### config.mk
export PLATFORM = sky130hd
export DESIGN_NAME = cdb_fifo_arbiter
export DESIGN_NICKNAME = d
export VERILOG_FILES = /design/src/rtl/cdb_fifo_arbiter.sv
export SDC_FILE = /design/constraint.sdc
export NUM_CORES = 1
export LEC_CHECK = 0
export BUFFER_PORTS_ARGS = -buffer_cell sky130_fd_sc_hd__buf_2
export CORE_MARGIN = 8
export CORE_UTILIZATION = 44
export CTS_CLUSTER_DIAMETER = 50
export DETAILED_ROUTE_END_ITERATION = 10
export PLACE_DENSITY = 0.83
export SETUP_SLACK_MARGIN = 0.1
export SLEW_MARGIN = 0
export SYNTH_ARGS = -nofsm -noshare
export SYNTH_HDL_FRONTEND = slang
export SYNTH_SLANG_ARGS = --single-unit
### constraint.sdc
create_clock -name clk -period 1.9 [get_ports clk]
set_input_delay 0.38 -clock clk [delete_from_list [all_inputs] [get_ports clk]]
set_output_delay 0.38 -clock clk [all_outputs]
set_load 0.1 [all_outputs]
### src/rtl/cdb_fifo_arbiter.sv
// cdb_fifo_arbiter
// Drains up to NUM_SRC first-word-fall-through result FIFOs onto the single
// Common Data Bus. Each cycle at most one non-empty source is granted and
// popped, and its head word is registered onto the CDB with its source tag.
// Only non-empty sources are ever popped, so a source FIFO never reads while empty.
//
// Optional feature macro: CDB_ARB_ROUND_ROBIN_EN
//   defined   : round-robin search starting at rr_ptr, pointer advances past
//               each granted source.
//   undefined : fixed priority, lowest-index non-empty source wins and
//               rr_ptr stays at 0.
module cdb_fifo_arbiter #(
    parameter int  NUM_SRC = 4,
    parameter int  WIDTH   = 8,
    localparam int TAG_W   = $clog2(NUM_SRC)
) (
    input  logic                     clk,
    input  logic                     reset,
    input  logic [0:NUM_SRC-1]       empty,
    input  logic [0:NUM_SRC*WIDTH-1] din,
    input  logic                     cdb_stall,
    output logic [0:NUM_SRC-1]       r_en,
    output logic                     cdb_valid,
    output logic [0:WIDTH-1]         cdb_data,
    output logic [0:TAG_W-1]         cdb_tag,
    output logic [0:TAG_W-1]         rr_ptr
);

    logic             grant_valid;
    logic [TAG_W-1:0] grant_idx;
    logic [TAG_W-1:0] search_start;

    // Find the first non-empty source at or after search_start, wrapping at
    // NUM_SRC (which need not be a power of two); reset and stall veto it.
    always_comb begin
        grant_valid = 1'b0;
        grant_idx   = '0;
        for (int k = 0; k < NUM_SRC; k++) begin
            int cand;
            cand = int'(search_start) + k;
            if (cand >= NUM_SRC) begin
                cand = cand - NUM_SRC;
            end
            if (!grant_valid && !empty[cand]) begin
                grant_valid = 1'b1;
                grant_idx   = TAG_W'(cand);
            end
        end
        if (reset || cdb_stall) begin
            grant_valid = 1'b0;
        end
    end

    // Pop strobe is one-hot on the granted source, otherwise all zero.
    always_comb begin
        r_en = '0;
        if (grant_valid) begin
            r_en[grant_idx] = 1'b1;
        end
    end

`ifdef CDB_ARB_ROUND_ROBIN_EN
    logic [TAG_W-1:0] rr_ptr_q;
    logic [TAG_W-1:0] next_ptr;

    // Priority moves to the source after the granted one, wrapping to 0.
    always_comb begin
        if (grant_idx == TAG_W'(NUM_SRC - 1)) begin
            next_ptr = '0;
        end else begin
            next_ptr = grant_idx + TAG_W'(1);
        end
    end

    // Pointer only moves on a real grant, so idle and stalled cycles keep it.
    always_ff @(posedge clk) begin
        if (reset) begin
            rr_ptr_q <= '0;
        end else if (grant_valid) begin
            rr_ptr_q <= next_ptr;
        end
    end

    assign search_start = rr_ptr_q;
`else
    assign search_start = '0;
`endif

    assign rr_ptr = search_start;

    // Register the granted head word and its tag; valid is a one-cycle pulse
    // while data and tag hold their last values between beats.
    always_ff @(posedge clk) begin
        if (reset) begin
            cdb_valid <= 1'b0;
            cdb_data  <= '0;
            cdb_tag   <= '0;
        end else if (grant_valid) begin
            cdb_valid <= 1'b1;
            cdb_data  <= din[int'(grant_idx)*WIDTH +: WIDTH];
            cdb_tag   <= grant_idx;
        end else begin
            cdb_valid <= 1'b0;
        end
    end

endmodule

==> impl_metrics.env, run 1 <==
export IMPL_relSlewSlack_pct=64.23
export IMPL_multi_input_area_sq_um=605.6
export IMPL_ys_warn_count=0
export IMPL_port_buffer_count=53
export IMPL_setup_violations=0
export IMPL_p_leak_uw=0.0005377
export IMPL_cts_buffers=3
export IMPL_grtUsageTotal_pct=15.50
export IMPL_synth_most_common_cell="nor2_1"
export IMPL_yosys_top_cells_count="nor2_1 (18), dfxtp_1 (11), nand2b_1 (10)"
export IMPL_dieArea_sq_mm=0.003585
export IMPL_wl_um=2727
export IMPL_hold_viol=0
export IMPL_post_route_period_util_pct=86.60
export IMPL_grt_pass1_wl_um=4436
export IMPL_diodes=0
export IMPL_min_path_type="in -> reg"
export IMPL_synth_cell_types=22
export IMPL_h_tree_depth=1
export IMPL_clkTransAtPathRegs_ns=0.08
export IMPL_num_rows=16
export IMPL_fin_worst_skew_ns=0
export IMPL_period_minus_slack_ns=1.645
export IMPL_core_sq_mm=0.001882
export IMPL_synth_edf_count=0
export IMPL_cts_setup_buffers=0
export IMPL_vias=892
export IMPL_yosysTopAreaCell="dfxtp_1"
export IMPL_cts_root_buf="clkbuf_4"
export IMPL_max_freq_mhz=607.8
export IMPL_p_comb_share_pct=46.5
export IMPL_drive_gt1_share_pct=57.55
export IMPL_worstMarginPinSlew_ns=0.5365
export IMPL_area_growth_pct=44.17
export IMPL_start_util_pct=45.01
export IMPL_drv_slew=0
export IMPL_antenna_found_initial=0
export IMPL_outcome="completed"
export IMPL_rsz0062_at_grt="false"
export IMPL_ir_worst_vdd_v=0.0004352
export IMPL_power_switching_share_pct=45.50
export IMPL_dp_final_hpwl_um=2164
export IMPL_clock_latency_ns=0.26
export IMPL_cp_max_fo=13
export IMPL_grt_ovfl_total=0
export IMPL_crit_type="in -> out"
export IMPL_fin_nets=179
export IMPL_clock_sinks=11
export IMPL_arrival_ns=1.27
export IMPL_wire_per_inst_um=16.43
export IMPL_cp_start_kind="input pin"
export IMPL_post_place_ws_ns=0.1971
export IMPL_die_y_um=59.88
export IMPL_place_inst=162
export IMPL_ioPinCount=56
export IMPL_end_kind="primary output"
export IMPL_die_width_um=59.88
export IMPL_yosys_top_cells_area="dfxtp_1 (26%), a221oi_2 (14%), a211oi_2 (12%), a31o_1 (8.3%), nor2_1 (8.0%)"
export IMPL_worst_r2r_setup_slack_ns=1.20
export IMPL_yosysTopAreaCellShare_pct=26.00
export IMPL_syn_inst=91
export IMPL_synth_cell_area_sq_um=847.1
export IMPL_seqPwrFrac_pct=32.7
export IMPL_grt_max_degree=18
export IMPL_whs_ns=0.4527
export IMPL_power_switching_uw=357.8
export IMPL_required_ns=1.52
export IMPL_ff_latch_area_sq_um=220.2
export IMPL_worst_slack_ns=0.2546
export IMPL_cts_tree="built"
export IMPL_clockBufferDepth=2
export IMPL_p_clk_share_pct=20.8
export IMPL_grt_pass1_vias=1025
export IMPL_antenna_left=0
export IMPL_firstDrtPassIters=4
export IMPL_fill_cells=169
export IMPL_layout_cells_non_filler=166
export IMPL_routed_via_density=5.373
export IMPL_fin_setup_tns_ns=0
export IMPL_synth_async_reset_ratio_pct=0
export IMPL_avgSynthCellArea_sq_um=9.308
export IMPL_gp_congestion=0.7232
export IMPL_max_cap_viol_count=0
export IMPL_ys_flop_type="dfxtp_1"
export IMPL_drc=0
export IMPL_p_int_uw=428.6
export IMPL_drtIter0Drc=19
export IMPL_synth_seq_area_share_pct=26.00
export IMPL_synth_seq_cells=11
export IMPL_p_per_area_mw_per_mm2=644.0
## layout by cell type, fill, tap and decap left out
| cell | netlist | routed |
|---|---|---|
| a31o_1 | 8 | 8 |
| buf_4 | 2 | 1 |
| nor2_1 | 18 | 18 |
| a41oi_2 | 1 | 1 |
| buf_2 | 3 | 48 |
| nand2_2 | 0 | 1 |
| clkbuf_1 | 0 | 1 |
| a21oi_1 | 4 | 4 |
| clkbuf_4 | 0 | 4 |
| nor4b_4 | 0 | 1 |
| nand2b_1 | 10 | 10 |
| nor3_1 | 3 | 2 |
| buf_12 | 0 | 4 |
| conb_1 | 1 | 2 |
| nor2b_1 | 1 | 1 |
| dfxtp_1 | 11 | 11 |
| nand3_4 | 1 | 1 |
| a221oi_2 | 8 | 8 |
| a211oi_2 | 8 | 8 |
| nor4_4 | 0 | 2 |
| and3b_1 | 1 | 1 |
| and4b_1 | 1 | 1 |
| nor3_4 | 0 | 1 |
## state kept, by name (all words and copies together) (netlist names)
name,count
cdb_data,8
cdb_valid,1
cdb_tag,2
## cell type report
type	count	area share [%]
clock buffers	4	2.152
repair buffers	54	27.46
well taps	27	2.766
multi-input cells	70	49.59
flip-flops and latches	11	18.03
## path summary, 6_finish.rpt
check | startpoint | to | cells past startpoint
worst min-delay path | din[16] | cdb_data[0] | 3
worst max-delay path | empty[0] | r_en[3] | 4
worst min register to register | cdb_tag[0] | cdb_tag[0] | 2
worst max register to register | cdb_data[7] | cdb_data[7] | 2
## routing by layer
layer | routed length (um) | track usage [%] | vias to the layer above
li1 | - | - | 434
met1 | 980 | 15.40 | 422
met2 | 1572 | 30.15 | 32
met3 | 131 | 3.441 | 4
met4 | 42 | 5.442 | 0
met5 | 0 | 0 | -
## through the flow
step	instance area [sq um]	power [uW]	utilization, %
2_1_floorplan	944.7	552.6	-
3_3_place_gp	1192	620.0	63.36
3_5_place_dp	1192	627.1	63.36
4_1_cts	1219	787.8	64.76
5_1_grt	1221	822.5	64.89
6_report	1221	786.4	64.89
## power groups by stage
stage                     logic, uW  clock network [uW]  registers [uW]
after floorplan                 161                   0             391
after global placement          358                   0             262
after detailed placement        365                   0             262
after CTS                       366                 165             257
after global routing            383                 181             259
final                           365                 164             257
## worst max-delay path: stages
cell	delay [ns]
buf_2	0.24
nand2_2	0.14
nor4_4	0.28
buf_12	0.21
## cell families (layout without fill, tap and decap cells)
group / after synthesis / in the layout / share of synthesized area [%]
compound gates: 29 / 29 / 38.55
buf+inv: 11 / 58 / 9.894
flops: 11 / 11 / 26.00
other cells: 1 / 2 / 0.4427
simple gates: 39 / 39 / 25.11
## repair_timing
action	4_1_cts	5_1_grt
gates resized for setup	0	1
setup endpoints to repair	0	1
hold buffers	0	0
Note: power is estimated with default switching activity, not from simulation.
==> run 2, diff against run 1 <==
--- a/config.mk
+++ b/config.mk
@@ -6,11 +6,14 @@
 export NUM_CORES = 1
 export LEC_CHECK = 0
 export BUFFER_PORTS_ARGS = -buffer_cell sky130_fd_sc_hd__buf_2
+export CELL_PAD_IN_SITES_DETAIL_PLACEMENT = 1
+export CELL_PAD_IN_SITES_GLOBAL_PLACEMENT = 1
 export CORE_MARGIN = 8
-export CORE_UTILIZATION = 44
+export CORE_UTILIZATION = 31
 export CTS_CLUSTER_DIAMETER = 50
 export DETAILED_ROUTE_END_ITERATION = 10
-export PLACE_DENSITY = 0.83
+export GPL_ROUTABILITY_DRIVEN = 0
+export PLACE_DENSITY_LB_ADDON = 0.1
 export SETUP_SLACK_MARGIN = 0.1
 export SLEW_MARGIN = 0
 export SYNTH_ARGS = -nofsm -noshare
==> run 2 against run 1 <==
Critical path depth stayed put. Fmax is 3.1% lower. Highest routed layer unchanged. Worst hold slack worse by 0.011 ns. Final cell count is 3.0% higher. Count of clock-buffer cells in the layout is 1 lower. Clock power is 3% higher. Largest power group unchanged. Non-clock buffer count is 1 higher. Combinational power hardly changed. Setup slack worse by 0.052 ns. Via count is 1.2% lower.
==> impl_metrics.env, run 2 (synthesis gave the netlist of run 1 again) <==
export IMPL_outcome="completed"
export IMPL_port_buffer_count=53
export IMPL_cts_buffers=3
export IMPL_cp_start_kind="input pin"
export IMPL_max_cap_viol_count=0
export IMPL_r2r_start="cdb_data[1]"
export IMPL_area_growth_pct=45.49
export IMPL_drv_slew=0
export IMPL_grt_pass1_vias=957
export IMPL_worst_r2r_setup_slack_ns=1.22
export IMPL_p_per_area_mw_per_mm2=643.0
export IMPL_vias=881
export IMPL_drtIter0Drc=35
export IMPL_worstHoldStart="din[17]"
export IMPL_min_to="cdb_data[1]"
export IMPL_postLayoutCellArea_sq_mm=0.001232
export IMPL_ir_worst_vdd_v=0.0003963
export IMPL_cts_resized=0
export IMPL_ioPinCount=56
export IMPL_reg2reg_depth=2
export IMPL_firstDrtPassIters=4
export IMPL_die_width_um=68.27
export IMPL_num_rows=19
export IMPL_arrival_ns=1.32
export IMPL_min_path_type="in -> reg"
export IMPL_dp_final_hpwl_um=2305
export IMPL_required_ns=1.52
export IMPL_cts_setup_buffers=0
export IMPL_clock_latency_ns=0.28
export IMPL_mostFrequentLayoutCells="buf_2 (49), nor2_1 (18), dfxtp_1 (11)"
export IMPL_wl_um=2849
export IMPL_worstHoldPathCells=3
export IMPL_routed_via_density=5.152
export IMPL_grt_pass1_wl_um=4636
export IMPL_antenna_left=0
export IMPL_rsz0062_at_grt="false"
export IMPL_grt_ovfl_total=0
export IMPL_final_common_cell="buf_2"
export IMPL_max_freq_mhz=589.1
export IMPL_die_y_um=68.27
export IMPL_h_tree_depth=1
export IMPL_fin_worst_skew_ns=0
export IMPL_place_area_sq_mm=0.001205
export IMPL_relSlewSlack_pct=64.04
export IMPL_drc=0
export IMPL_end_kind="primary output"
export IMPL_place_inst=167
export IMPL_start_util_pct=31.53
export IMPL_drive_gt1_share_pct=58.57
export IMPL_clkTransAtPathRegs_ns=0.08
export IMPL_largest_reg_flops=8
export IMPL_clock_sinks=11
export IMPL_worstMarginPinSlew_ns=0.5394
export IMPL_layout_cells_non_filler=171
export IMPL_diodes=0
export IMPL_dieArea_sq_mm=0.004661
export IMPL_setup_violations=0
export IMPL_wire_per_inst_um=16.66
export IMPL_grt_max_degree=18
export IMPL_cts_tree="built"
export IMPL_fill_cells=320
export IMPL_period_minus_slack_ns=1.697
export IMPL_clockBufferDepth=2
export IMPL_top_register="cdb_data"
export IMPL_p_leak_uw=0.0005446
export IMPL_regToRegEndpoint="cdb_data[1]"
export IMPL_core_sq_mm=0.002686
export IMPL_antenna_found_initial=0
export IMPL_fin_nets=180
export IMPL_whs_ns=0.4413
export IMPL_hold_viol=0
export IMPL_fin_util_pct=45.88
export IMPL_crit_type="in -> out"
export IMPL_cp_max_fo=17
export IMPL_post_route_period_util_pct=89.34
export IMPL_cts_root_buf="clkbuf_4"
export IMPL_cts_hold_buf=0
export IMPL_grtUsageTotal_pct=12.90
export IMPL_reg_top3="cdb_data (8), cdb_tag (2), cdb_valid (1)"
-- run 2: worst max-delay path by stage --
stage / start / to / slack [ns]
after detailed placement: empty[1] / r_en[3] / 0.20
after CTS: empty[1] / r_en[3] / 0.20
final: empty[1] / r_en[3] / 0.20
after global routing: empty[1] / r_en[3] / 0.15
after global placement: empty[1] / r_en[3] / 0.22
after floorplan: cdb_stall / r_en[2] / -0.23
-- run 2: worst max-delay path: stages --
cell     delay, ns
buf_2         0.29
nand2_2       0.15
nor4_4        0.28
buf_12        0.21
-- run 2: report_power, final --
group          internal, uW  switching (uW)  leakage [uW]
clock network          78.1            90.6     0.0000177
logic                   100             267      0.000436
registers               248            7.91     0.0000914
total                   427             366      0.000545
-- run 2: stage by stage --
stage | power (uW) | worst slack [ns] | setup TNS (ns)
2_1_floorplan | 552.6 | -0.2324 | -0.6582
3_3_place_gp | 626.3 | 0.2234 | 0
3_5_place_dp | 631.9 | 0.2018 | 0
4_1_cts | 803.7 | 0.1985 | 0
5_1_grt | 829.6 | 0.1507 | 0
6_report | 792.4 | 0.2026 | 0
-- run 2: cell type report --
class / count / area [sq um] / area share [%]
multi-input combinational: 70 / 605.6 / 49.14
timing repair buffer: 55 / 340.3 / 27.61
tap: 31 / 38.79 / 3.147
clock buffer: 3 / 22.52 / 1.827
sequential: 11 / 220.2 / 17.87
clock inverter: 1 / 5.005 / 0.4061
-- run 2: layer usage --
metal | GRT usage (%) | part of all wire (%)
met5 | 0 | 0
met4 | 3.836 | 1.2
met3 | 3.437 | 9.2
met2 | 21.81 | 47
met1 | 15.60 | 43
